===== src/rtl/mfm_write_encoder.sv =====
// MFM write encoder: bytes in over valid/ready, MSB-first MFM pulses and write gate out.
// Define MFM_WRITE_PRECOMP_EN to add a 4-half-cell look-ahead stage with write precompensation.
module mfm_write_encoder #(
  parameter int HALF_CELL = 5,
  parameter int PULSE_W   = 2,
  parameter int PRECOMP   = 1
) (
  input  logic       clk_50,
  input  logic       reset,
  input  logic       wr_en,
  input  logic [7:0] data_in,
  input  logic       mark_in,
  input  logic       data_valid,
  output logic       data_ready,
  output logic       write_gate,
  output logic       mfm_out,
  output logic       underrun,
  output logic       busy
);

  localparam int CW = $clog2(HALF_CELL + 1);
  // a late-shifted pulse must still end inside its own half-cell
  localparam int PULSE_LEN = (PULSE_W + 2 * PRECOMP <= HALF_CELL) ? PULSE_W : HALF_CELL - 2 * PRECOMP;
  localparam logic [CW-1:0] CNT_LAST = CW'(HALF_CELL - 1);
  localparam logic [CW-1:0] PW       = CW'(PULSE_LEN);

  typedef enum logic [0:0] {
    IDLE   = 1'b0,
    ACTIVE = 1'b1
  } state_t;

  state_t        state_q, state_d;
  logic [8:0]    hold_q, hold_d;
  logic [8:0]    shift_q, shift_d;
  logic          hold_empty_q, hold_empty_d;
  logic [3:0]    idx_q, idx_d;
  logic [CW-1:0] cnt_q, cnt_d;
  logic          prev_q, prev_d;
  logic          underrun_q, underrun_d;
  logic          write_gate_q, write_gate_d;
  logic          mfm_q, mfm_d;
  logic          busy_q, busy_d;
  logic          last_s, drain_s, active_s, pulse_s, accept_s;

  // Pulse for half-cell idx of byte sh ({mark, data}); even idx = clock, odd idx = data.
  function automatic logic hc_pulse(input logic [8:0] sh, input logic [3:0] idx, input logic prev);
    logic [2:0] bit_i;
    logic       b;
    logic       p;
    bit_i = 3'd7 - idx[3:1];
    b     = sh[bit_i];
    p     = (bit_i == 3'd7) ? prev : sh[bit_i + 3'd1];
    if (idx[0]) begin
      hc_pulse = b;
    end else begin
      hc_pulse = !p && !b && !(sh[8] && (bit_i == 3'd2));
    end
  endfunction

  // Sequencer: holding/shift registers, half-cell timing and byte-boundary decisions
  always_comb begin
    state_d      = state_q;
    hold_d       = hold_q;
    hold_empty_d = hold_empty_q;
    shift_d      = shift_q;
    idx_d        = idx_q;
    cnt_d        = cnt_q;
    prev_d       = prev_q;
    underrun_d   = underrun_q;
    last_s       = (cnt_q == CNT_LAST);
    accept_s     = data_valid && hold_empty_q;
    case (state_q)
      IDLE: begin
        underrun_d = 1'b0;
        if (wr_en && !hold_empty_q && !drain_s) begin
          state_d      = ACTIVE;
          shift_d      = hold_q;
          hold_empty_d = 1'b1;
          idx_d        = 4'd0;
          cnt_d        = {CW{1'b0}};
          prev_d       = 1'b0;
        end else if (drain_s) begin
          cnt_d = last_s ? {CW{1'b0}} : cnt_q + CW'(1);
        end else begin
          cnt_d = {CW{1'b0}};
        end
      end
      ACTIVE: begin
        if (!last_s) begin
          cnt_d = cnt_q + CW'(1);
        end else begin
          cnt_d = {CW{1'b0}};
          if (idx_q != 4'd15) begin
            idx_d = idx_q + 4'd1;
          end else begin
            idx_d  = 4'd0;
            prev_d = shift_q[0];
            if (!wr_en) begin
              state_d      = IDLE;
              hold_empty_d = 1'b1;
              underrun_d   = 1'b0;
            end else if (!hold_empty_q) begin
              shift_d      = hold_q;
              hold_empty_d = 1'b1;
            end else begin
              shift_d    = 9'h000;
              underrun_d = 1'b1;
            end
          end
        end
      end
      default: begin
        state_d = IDLE;
      end
    endcase
    // a new byte can land in holding while the old one moves to shift
    if (accept_s) begin
      hold_d       = {mark_in, data_in};
      hold_empty_d = 1'b0;
    end else begin
      hold_d = hold_d;
    end
  end

  // Encoded pulse for the half-cell that the next cycle belongs to
  always_comb begin
    active_s = (state_d == ACTIVE);
    pulse_s  = active_s && hc_pulse(shift_d, idx_d, prev_d);
    busy_d   = active_s;
  end

`ifdef MFM_WRITE_PRECOMP_EN
  logic [7:0]    pp_q, pp_d;
  logic [4:0]    pg_q, pg_d;
  logic [2:0]    dn_s, dp_s;
  logic [CW-1:0] off_s;
  logic          start_s, enter_s;

  assign drain_s = |pg_q;

  // History window: pp[4] is the half-cell on the wire, pp[3:0] look-ahead, pp[7:5] look-back
  always_comb begin
    enter_s = (state_q == IDLE) && active_s;
    start_s = enter_s || ((state_q == ACTIVE) && last_s) || ((state_q == IDLE) && drain_s && last_s);
    if (start_s) begin
      pp_d = {(enter_s ? 7'd0 : pp_q[6:0]), pulse_s};
      pg_d = {pg_q[3:0], active_s};
    end else begin
      pp_d = pp_q;
      pg_d = pg_q;
    end
  end

  // Shift late when the previous pulse is closer, early when the next one is closer
  always_comb begin
    dn_s = pp_d[2] ? 3'd2 : (pp_d[1] ? 3'd3 : 3'd4);
    dp_s = pp_d[6] ? 3'd2 : (pp_d[7] ? 3'd3 : 3'd4);
    if (dp_s < dn_s) begin
      off_s = CW'(2 * PRECOMP);
    end else if (dn_s < dp_s) begin
      off_s = {CW{1'b0}};
    end else begin
      off_s = CW'(PRECOMP);
    end
    write_gate_d = pg_d[4];
    mfm_d        = pp_d[4] && (cnt_d >= off_s) && (cnt_d < off_s + PW);
  end

  // Precompensation pipeline registers
  always_ff @(posedge clk_50 or negedge reset) begin
    if (!reset) begin
      pp_q <= 8'd0;
      pg_q <= 5'd0;
    end else begin
      pp_q <= pp_d;
      pg_q <= pg_d;
    end
  end
`else
  assign drain_s = 1'b0;

  // Direct drive: pulse at offset 0 of its half-cell
  always_comb begin
    write_gate_d = active_s;
    mfm_d        = pulse_s && (cnt_d < PW);
  end
`endif

  // Main registers; reset clears everything and drops the drive outputs at once
  always_ff @(posedge clk_50 or negedge reset) begin
    if (!reset) begin
      state_q      <= IDLE;
      hold_q       <= 9'h000;
      hold_empty_q <= 1'b1;
      shift_q      <= 9'h000;
      idx_q        <= 4'd0;
      cnt_q        <= {CW{1'b0}};
      prev_q       <= 1'b0;
      underrun_q   <= 1'b0;
      write_gate_q <= 1'b0;
      mfm_q        <= 1'b0;
      busy_q       <= 1'b0;
    end else begin
      state_q      <= state_d;
      hold_q       <= hold_d;
      hold_empty_q <= hold_empty_d;
      shift_q      <= shift_d;
      idx_q        <= idx_d;
      cnt_q        <= cnt_d;
      prev_q       <= prev_d;
      underrun_q   <= underrun_d;
      write_gate_q <= write_gate_d;
      mfm_q        <= mfm_d;
      busy_q       <= busy_d;
    end
  end

  assign data_ready = hold_empty_q;
  assign write_gate = write_gate_q;
  assign mfm_out    = mfm_q;
  assign underrun   = underrun_q;
  assign busy       = busy_q;

endmodule


===== config.mk =====
export PLATFORM = sky130hd
export DESIGN_NAME = mfm_write_encoder
export DESIGN_NICKNAME = d
export VERILOG_FILES = /design/src/rtl/mfm_write_encoder.sv
export SDC_FILE = /design/constraint.sdc
export NUM_CORES = 1
export LEC_CHECK = 0
export BUFFER_PORTS_ARGS = -buffer_cell sky130_fd_sc_hd__buf_4
export CAP_MARGIN = 10
export CORE_ASPECT_RATIO = 1.75
export CORE_MARGIN = 2
export CORE_UTILIZATION = 35
export CTS_CLUSTER_DIAMETER = 150
export DETAILED_ROUTE_END_ITERATION = 16
export PLACE_DENSITY = 0.62
export SLEW_MARGIN = 20
export SYNTH_ARGS = -nofsm -noshare
export SYNTH_HDL_FRONTEND = slang
export SYNTH_SLANG_ARGS = --single-unit

===== constraint.sdc =====
create_clock -name clk_50 -period 5.9 [get_ports clk_50]
set_clock_uncertainty 0.15 [all_clocks]
set_input_delay 0.295 -clock clk_50 [delete_from_list [all_inputs] [get_ports clk_50]]
set_output_delay 0.295 -clock clk_50 [all_outputs]
set_load 0.01 [all_outputs]

==> impl_metrics.json, run 1 <==
{
  "postCtsSetupBuffers": 0,
  "tritoncts": "yes",
  "async_reset_ff_frac": 1.00,
  "yosysSeqAreaShare": 0.480,
  "synth_cell_type_count": 39,
  "number_of_buffers_inserted_during_clock_tree_synthesis": 5,
  "setup_total_negative_slack_ns": 0,
  "viasPerCell": 5.58,
  "antenna_found_initial": 0,
  "wl_per_cell_um": 16.5,
  "syn_nets": 155,
  "synth_seq_cells": 30,
  "layout-area-overhead-vs-synth_pct": 16.0,
  "clk_pin_slew_worst_paths_ns": 0.07,
  "clock_path_buffers": 2,
  "leakage_power_summed_over_all_cells_nw": 0.841,
  "crit-reg2reg-capture": "mfm_out",
  "maxSlewHeadroom": 0.502,
  "fmax_ghz": 0.318,
  "ctsRootBufferMaster": "clkbuf_8",
  "detail-route-antenna-nets": 0,
  "fin_hold_ws_ns": 0.0943,
  "start_kind": "register",
  "drt-pass1-iter-count": 4,
  "outcome": "complete, no violations",
  "clk_latency_ns": 0.28,
  "post_cts_resized": 0,
  "numPortBuffers": 17,
  "reg2regPathDepth": 14,
  "cp_data_required_time_ns": 5.95,
  "hold_start": "data_in[6]",
  "worst_ir_drop_vdd_uv": 301,
  "grt_start_max_net_pins": 31,
  "overflow": 0,
  "hold_viol": 0,
  "synth.cell_area_sq_mm": 0.00157,
  "synthesis.instances": 137,
  "detailroute.via_count": 1161,
  "drt_drc": 0,
  "cp-end-kind": "register",
  "ratio_of_total_power_to_cell_area_mw_per_mm2": 495,
  "cts.htree.levels": 2,
  "finalSetupViolCount": 0,
  "synth-main-ff-cell": "dfrtp_1",
  "fp.dieH_um": 92.5,
  "synthesis.yosys.warnings": 0,
  "n_antenna_cell": 0,
  "ios": 18,
  "hold-path-cell-count": 2,
  "detail_route.iter0.violations": 28,
  "cap_violations": 0,
  "worstReg2RegStart": "cnt_q[0]",
  "rsz0062_at_grt": "no",
  "min_to": "hold_q[6]",
  "die-area_sq_mm": 0.00505,
  "first_pass_grt_wire_length_um": 5870,
  "finish.net_count": 175,
  "worst-endpoint-arrival_ns": 3.20,
  "min_period_ns": 3.14,
  "avgSynthCellArea_sq_um": 11.4,
  "drive_gt1_frac": 0.255,
  "setup.reg_to_reg.worst_slack_ns": 2.76,
  "initial_utilization": 0.359,
  "die_w_um": 54.6,
  "place.gp.congestion": 0.941,
  "vias_in_the_first_global_route": 1232,
  "min_period_over_period": 0.533,
  "drv_slew": 0,
  "critical_path_class": "register to register",
  "synth_enable_flop_cells": 0,
  "worst_slew_pin_slew_ns": 0.742,
  "timing.critical_path.fanout_max": 7,
  "globalRouteTotalUtil": 0.160,
  "wirelength_um": 3440,
  "min_path_type": "primary input to register",
  "cts.sinks": 30,
  "core_region_area_sq_mm": 0.00436,
  "fp-row-count": 32,
  "post-dp-hpwl_um": 2530
}
[worst max-delay path, cell delays in order, from the launching register on]
cell and delay (ns):
dfrtp_1 0.41, inv_1 0.07, ha_1 0.20, nand2_1 0.17
a31oi_1 0.28, and2_1 0.35, inv_1 0.17, nor2_1 0.12
ha_1 0.26, nand3b_1 0.15, and3b_1 0.19, a22oi_1 0.13
and3_1 0.18, o211ai_1 0.08, mux2i_1 0.14
[synth_stat cells, types with 2 or more instances]
cell type | count | area [sq um]
buf_2 | 3 | 15.0
nand3_1 | 8 | 40.0
a31oi_1 | 2 | 12.5
nor2b_1 | 2 | 12.5
nor2_1 | 7 | 26.3
mux2_2 | 10 | 113
ha_1 | 5 | 62.6
and3_1 | 4 | 25.0
inv_1 | 7 | 26.3
dfrtp_1 | 29 | 726
mux2i_1 | 10 | 100
a21oi_1 | 4 | 20.0
and2_1 | 3 | 18.8
nor3_1 | 2 | 10.0
o211ai_1 | 2 | 15.0
a32o_1 | 9 | 90.1
nand2_1 | 7 | 26.3
nand2b_1 | 2 | 12.5
[per-layer routing]
| layer | up-vias | global-route usage | routed length [um] |
|---|---|---|---|
| li1 | 548 | - | - |
| met1 | 585 | 0.179 | 1370 |
| met2 | 22 | 0.273 | 1910 |
| met3 | 6 | 0.0435 | 92 |
| met4 | 0 | 0.0583 | 58 |
| met5 | - | 0 | 0 |
[worst max path at each step]
stage,to,cells after the start,from
floorplan,mfm_out,14,idx_q[0]
global placement,mfm_out,13,cnt_q[0]
detailed placement,mfm_out,14,cnt_q[0]
global route,mfm_out,14,cnt_q[0]
CTS,mfm_out,14,cnt_q[0]
finish,mfm_out,14,cnt_q[0]
[sequential cells by signal (all words and copies together), names as in the netlist]
signal,flops
hold_q,9
shift_q,9
idx_q,4
cnt_q,3
busy,1
data_ready,1
mfm_out,1
prev_q,1
underrun,1
[per-stage QoR]
step           total power [mW]  setup slack, ns  std cells  utilization  cell area [sq um]
3_3_place_gp              0.725             2.90        200        0.395               1730
3_5_place_dp              0.745             2.76        200        0.395               1730
2_1_floorplan             0.649             3.17        137            -               1570
4_1_cts                   0.908             2.75        208        0.417               1820
6_report                  0.900             2.76        208        0.417               1820
5_1_grt                   0.973             2.48        208        0.417               1820
[power breakdown]
| part | switching, mW | total [mW] | internal [mW] | leakage, nW |
|---|---|---|---|---|
| logic | 0.201 | 0.395 | 0.194 | 0.435 |
| clock network | 0.0780 | 0.158 | 0.0803 | 0.0362 |
| registers | 0.0547 | 0.347 | 0.292 | 0.370 |
[final cells by class]
| type | count | area [sq um] |
|---|---|---|
| fill | 435 | 2540 |
| inverter | 7 | 26.3 |
| multi-input combinational | 95 | 756 |
| sequential | 30 | 752 |
| timing repair buffer | 18 | 138 |
| clock inverter | 2 | 15.0 |
| clock buffer | 5 | 68.8 |
| tap | 51 | 63.8 |
[cells in the final DEF (no fill, tap or decap), drive strengths merged, types with 2 or more instances in the layout]
cell type	instances
clkinvlp	2
and3	5
nand2	7
nand3	8
a32o	9
nor3	2
dfrtp	29
o21ai	2
nor2b	2
clkbuf	5
a21oi	4
buf	17
and2	3
nor2	7
o211ai	2
mux2	10
mux2i	10
a31oi	2
nand2b	2
inv	7
ha	5
[logic make-up (layout without fill, tap and decap cells)]
kind of cell,after synthesis,count (layout),share of synthesized area
mux,20,20,0.136
fa+ha+maj,5,5,0.0399
simple gates,44,44,0.161
compound gates,26,26,0.145
buf+inv,12,32,0.0383
flops,30,30,0.480
[what timing repair did]
item,in CTS,in global routing
endpoints found under the setup margin,0,0
hold buffers,1,0
endpoints found under the hold margin,29,0
Power figures use the tool's default switching activity.
==> run 2: changes to the inputs <==
--- a/config.mk
+++ b/config.mk
@@ -12,7 +12,7 @@
 export CORE_UTILIZATION = 35
 export CTS_CLUSTER_DIAMETER = 150
 export DETAILED_ROUTE_END_ITERATION = 16
-export PLACE_DENSITY = 0.62
+export PLACE_DENSITY = 0.64
 export SLEW_MARGIN = 20
 export SYNTH_ARGS = -nofsm -noshare
 export SYNTH_HDL_FRONTEND = slang
==> constraint.sdc (replaced) <==
create_clock -name clk_50 -period 2.6 [get_ports clk_50]
set_clock_uncertainty 0.15 [all_clocks]
set_input_delay 0.13 -clock clk_50 [delete_from_list [all_inputs] [get_ports clk_50]]
set_output_delay 0.13 -clock clk_50 [all_outputs]
set_load 0.01 [all_outputs]
==> run 2 against run 1 <==
  * First-iteration DRC count decreased by 11%
  * Clock power increased to 3.0 times the previous value
  * Sequential share of layout area decreased by 7.2 points
  * Critical path type unchanged
  * Worst setup slack got worse by 2.7 ns
  * Via count increased by 14%
  * Highest routed layer unchanged
  * Worst hold slack got worse by 0.058 ns
  * Final cell count increased by 16%
  * Non-clock buffer count increased by 33
  * Wire length increased by 13%
  * Design area increased by 21%
==> impl_metrics.json, run 2 (same netlist as run 1, synthesis figures left out) <==
{
  "most_common_cell_after_layout_fill_and_taps_aside": "buf_4",
  "fin_total_pwr_mw": 2.56,
  "tritoncts": "yes",
  "worst_slew_pin_slew_ns": 0.457,
  "timing.final.ws_setup_ns": 0.0151,
  "wirelength_um": 3880,
  "timing.critical_path.fanout_max": 4,
  "wirelength_met1_um": 1410,
  "worst-endpoint-arrival_ns": 2.64,
  "finalNonFillerCells": 242,
  "hold_start": "wr_en",
  "crit_top_cell": "ha_4",
  "antenna_found_initial": 0,
  "clock_path_buffers": 2,
  "hold-path-cell-count": 3,
  "worst_path_largest_cell_delay_ns": 0.39,
  "ratio_of_total_power_to_cell_area_mw_per_mm2": 1160,
  "fmax_ghz": 0.387,
  "detail-route-antenna-nets": 0,
  "switching_share": 0.352,
  "worstReg2RegStart": "cnt_q[0]",
  "critical_path.n_buffers_inverters": 2,
  "finish.net_count": 208,
  "post-dp-hpwl_um": 2800,
  "pwr-share-comb": 0.510,
  "core_region_area_sq_mm": 0.00436,
  "min_period_over_period": 0.994,
  "wl_per_cell_um": 16.0,
  "crit-reg2reg-capture": "mfm_out",
  "drv_slew": 0,
  "met2_wirelength_um": 2220,
  "min_period_ns": 2.58,
  "n_antenna_cell": 0,
  "number_of_buffers_inserted_during_clock_tree_synthesis": 5,
  "detailroute.via_count": 1329,
  "drt_drc": 0,
  "largest_registers": "hold_q (9), shift_q (9), idx_q (4)",
  "numPortBuffers": 17,
  "globalRouteTotalUtil": 0.179,
  "outcome": "complete, no violations",
  "final_core_utilization": 0.505,
  "place.gp.congestion": 0.907,
  "highest_layer": "met4",
  "family_with_the_most_delay_on_the_worst_path": "simple AND/OR/NAND/NOR gates",
  "cap_violations": 0,
  "net-switching-power_mw": 0.900,
  "cts.sinks": 30,
  "finalSetupViolCount": 0,
  "die_w_um": 54.6,
  "min_to": "data_ready",
  "cp-end-kind": "register",
  "clk_pin_slew_worst_paths_ns": 0.07,
  "leakage_power_summed_over_all_cells_nw": 1.02,
  "final_area_sq_mm": 0.00221,
  "share_of_power_burned_in_the_clock_network": 0.187,
  "grt_start_max_net_pins": 31,
  "maxSlewHeadroom": 0.694,
  "cts.htree.levels": 2,
  "initial_utilization": 0.359,
  "drive_gt1_frac": 0.408,
  "fp-row-count": 32,
  "internal_power_mw": 1.66,
  "overflow": 0,
  "reg2regPathDepth": 15,
  "start_kind": "register",
  "drt-pass1-iter-count": 4,
  "setup.reg_to_reg.worst_slack_ns": 0.02,
  "cp_data_required_time_ns": 2.65,
  "fp.dieH_um": 92.5,
  "die-area_sq_mm": 0.00505,
  "first_pass_grt_wire_length_um": 6580,
  "layout.filler_cells": 391,
  "setup_total_negative_slack_ns": 0,
  "beginning_of_the_critical_path": "cnt_q[0]",
  "crit_path_top_delay_cell": "dfrtp_1",
  "ios": 18,
  "critical_path_class": "register to register",
  "layout-area-overhead-vs-synth_pct": 40.7,
  "postPlaceCellArea_sq_mm": 0.00189,
  "clk_latency_ns": 0.29,
  "detail_route.iter0.violations": 25,
  "viasPerCell": 5.49,
  "worst_ir_drop_vdd_uv": 831,
  "fin_hold_ws_ns": 0.0367,
  "leading_cell_types_in_the_layout_fill_and_taps_excluded": "buf_4, dfrtp_1, dlygate4sd3_1",
  "vias_in_the_first_global_route": 1455,
  "worstPathCellList": "inv_1, ha_4, and2_4, nand3_2, nand3_1, o21ai_2, buf_4, nor2_4, ha_4, nand3b_1, and3b_1, a22oi_1, and3_1, o211ai_1, mux2i_1",
  "sequential_group_share_of_total_power": 0.303,
  "hold_viol": 0,
  "rsz0062_at_grt": "yes",
  "min_path_type": "primary input to register",
  "placed_cells": 221,
  "ctsRootBufferMaster": "clkbuf_8",
  "wl_met3_um": 109,
  "post-place-ws_ns": -0.163
}
[run 2: final cells by class]
type | instances | area [sq um] | area share
inverter | 7 | 28.8 | 0.0130
clock buffer | 5 | 68.8 | 0.0312
tap | 51 | 63.8 | 0.0289
sequential | 30 | 752 | 0.341
clock inverter | 3 | 45.0 | 0.0204
timing repair buffer | 51 | 410 | 0.186
multi-input combinational | 95 | 837 | 0.379
[run 2: tightest hold or removal path, cell delays in order]
cell and delay (ns):
buf_4 0.13, a21oi_1 0.12, a21boi_0 0.09
[run 2: metal layers]
layer  up-vias  track usage
li1        615            -
met1       672        0.182
met2        31        0.316
met3        11       0.0403
met4         0       0.0938
met5         -            0
[run 2: worst max path at each step]
stage / endpoint / slack, ns / depth (start not counted)
3_3_place_gp: mfm_out / 0.003 / 14
3_5_place_dp: mfm_out / -0.16 / 14
6_report: mfm_out / 0.02 / 15
5_1_grt: mfm_out / -0.15 / 13
2_1_floorplan: mfm_out / -0.03 / 14
4_1_cts: mfm_out / -0.005 / 13
[run 2: power by group through the flow]
stage | registers, mW | clock network, mW | logic, mW
detailed placement | 0.775 | 0 | 1.12
CTS | 0.771 | 0.485 | 1.31
global placement | 0.763 | 0 | 1.07
finish | 0.774 | 0.478 | 1.30
global route | 0.799 | 0.509 | 1.43
floorplan | 0.762 | 0 | 0.744
[run 2: what timing repair did]
| item | 4_1_cts | 5_1_grt |
|---|---|---|
| hold buffers | 11 | 0 |
| setup buffers | 2 | 0 |
| endpoints found under the setup margin | 1 | 1 |
| hold endpoints to repair | 40 | 0 |
| gates resized for setup | 14 | 0 |
| pin swaps | 8 | 4 |
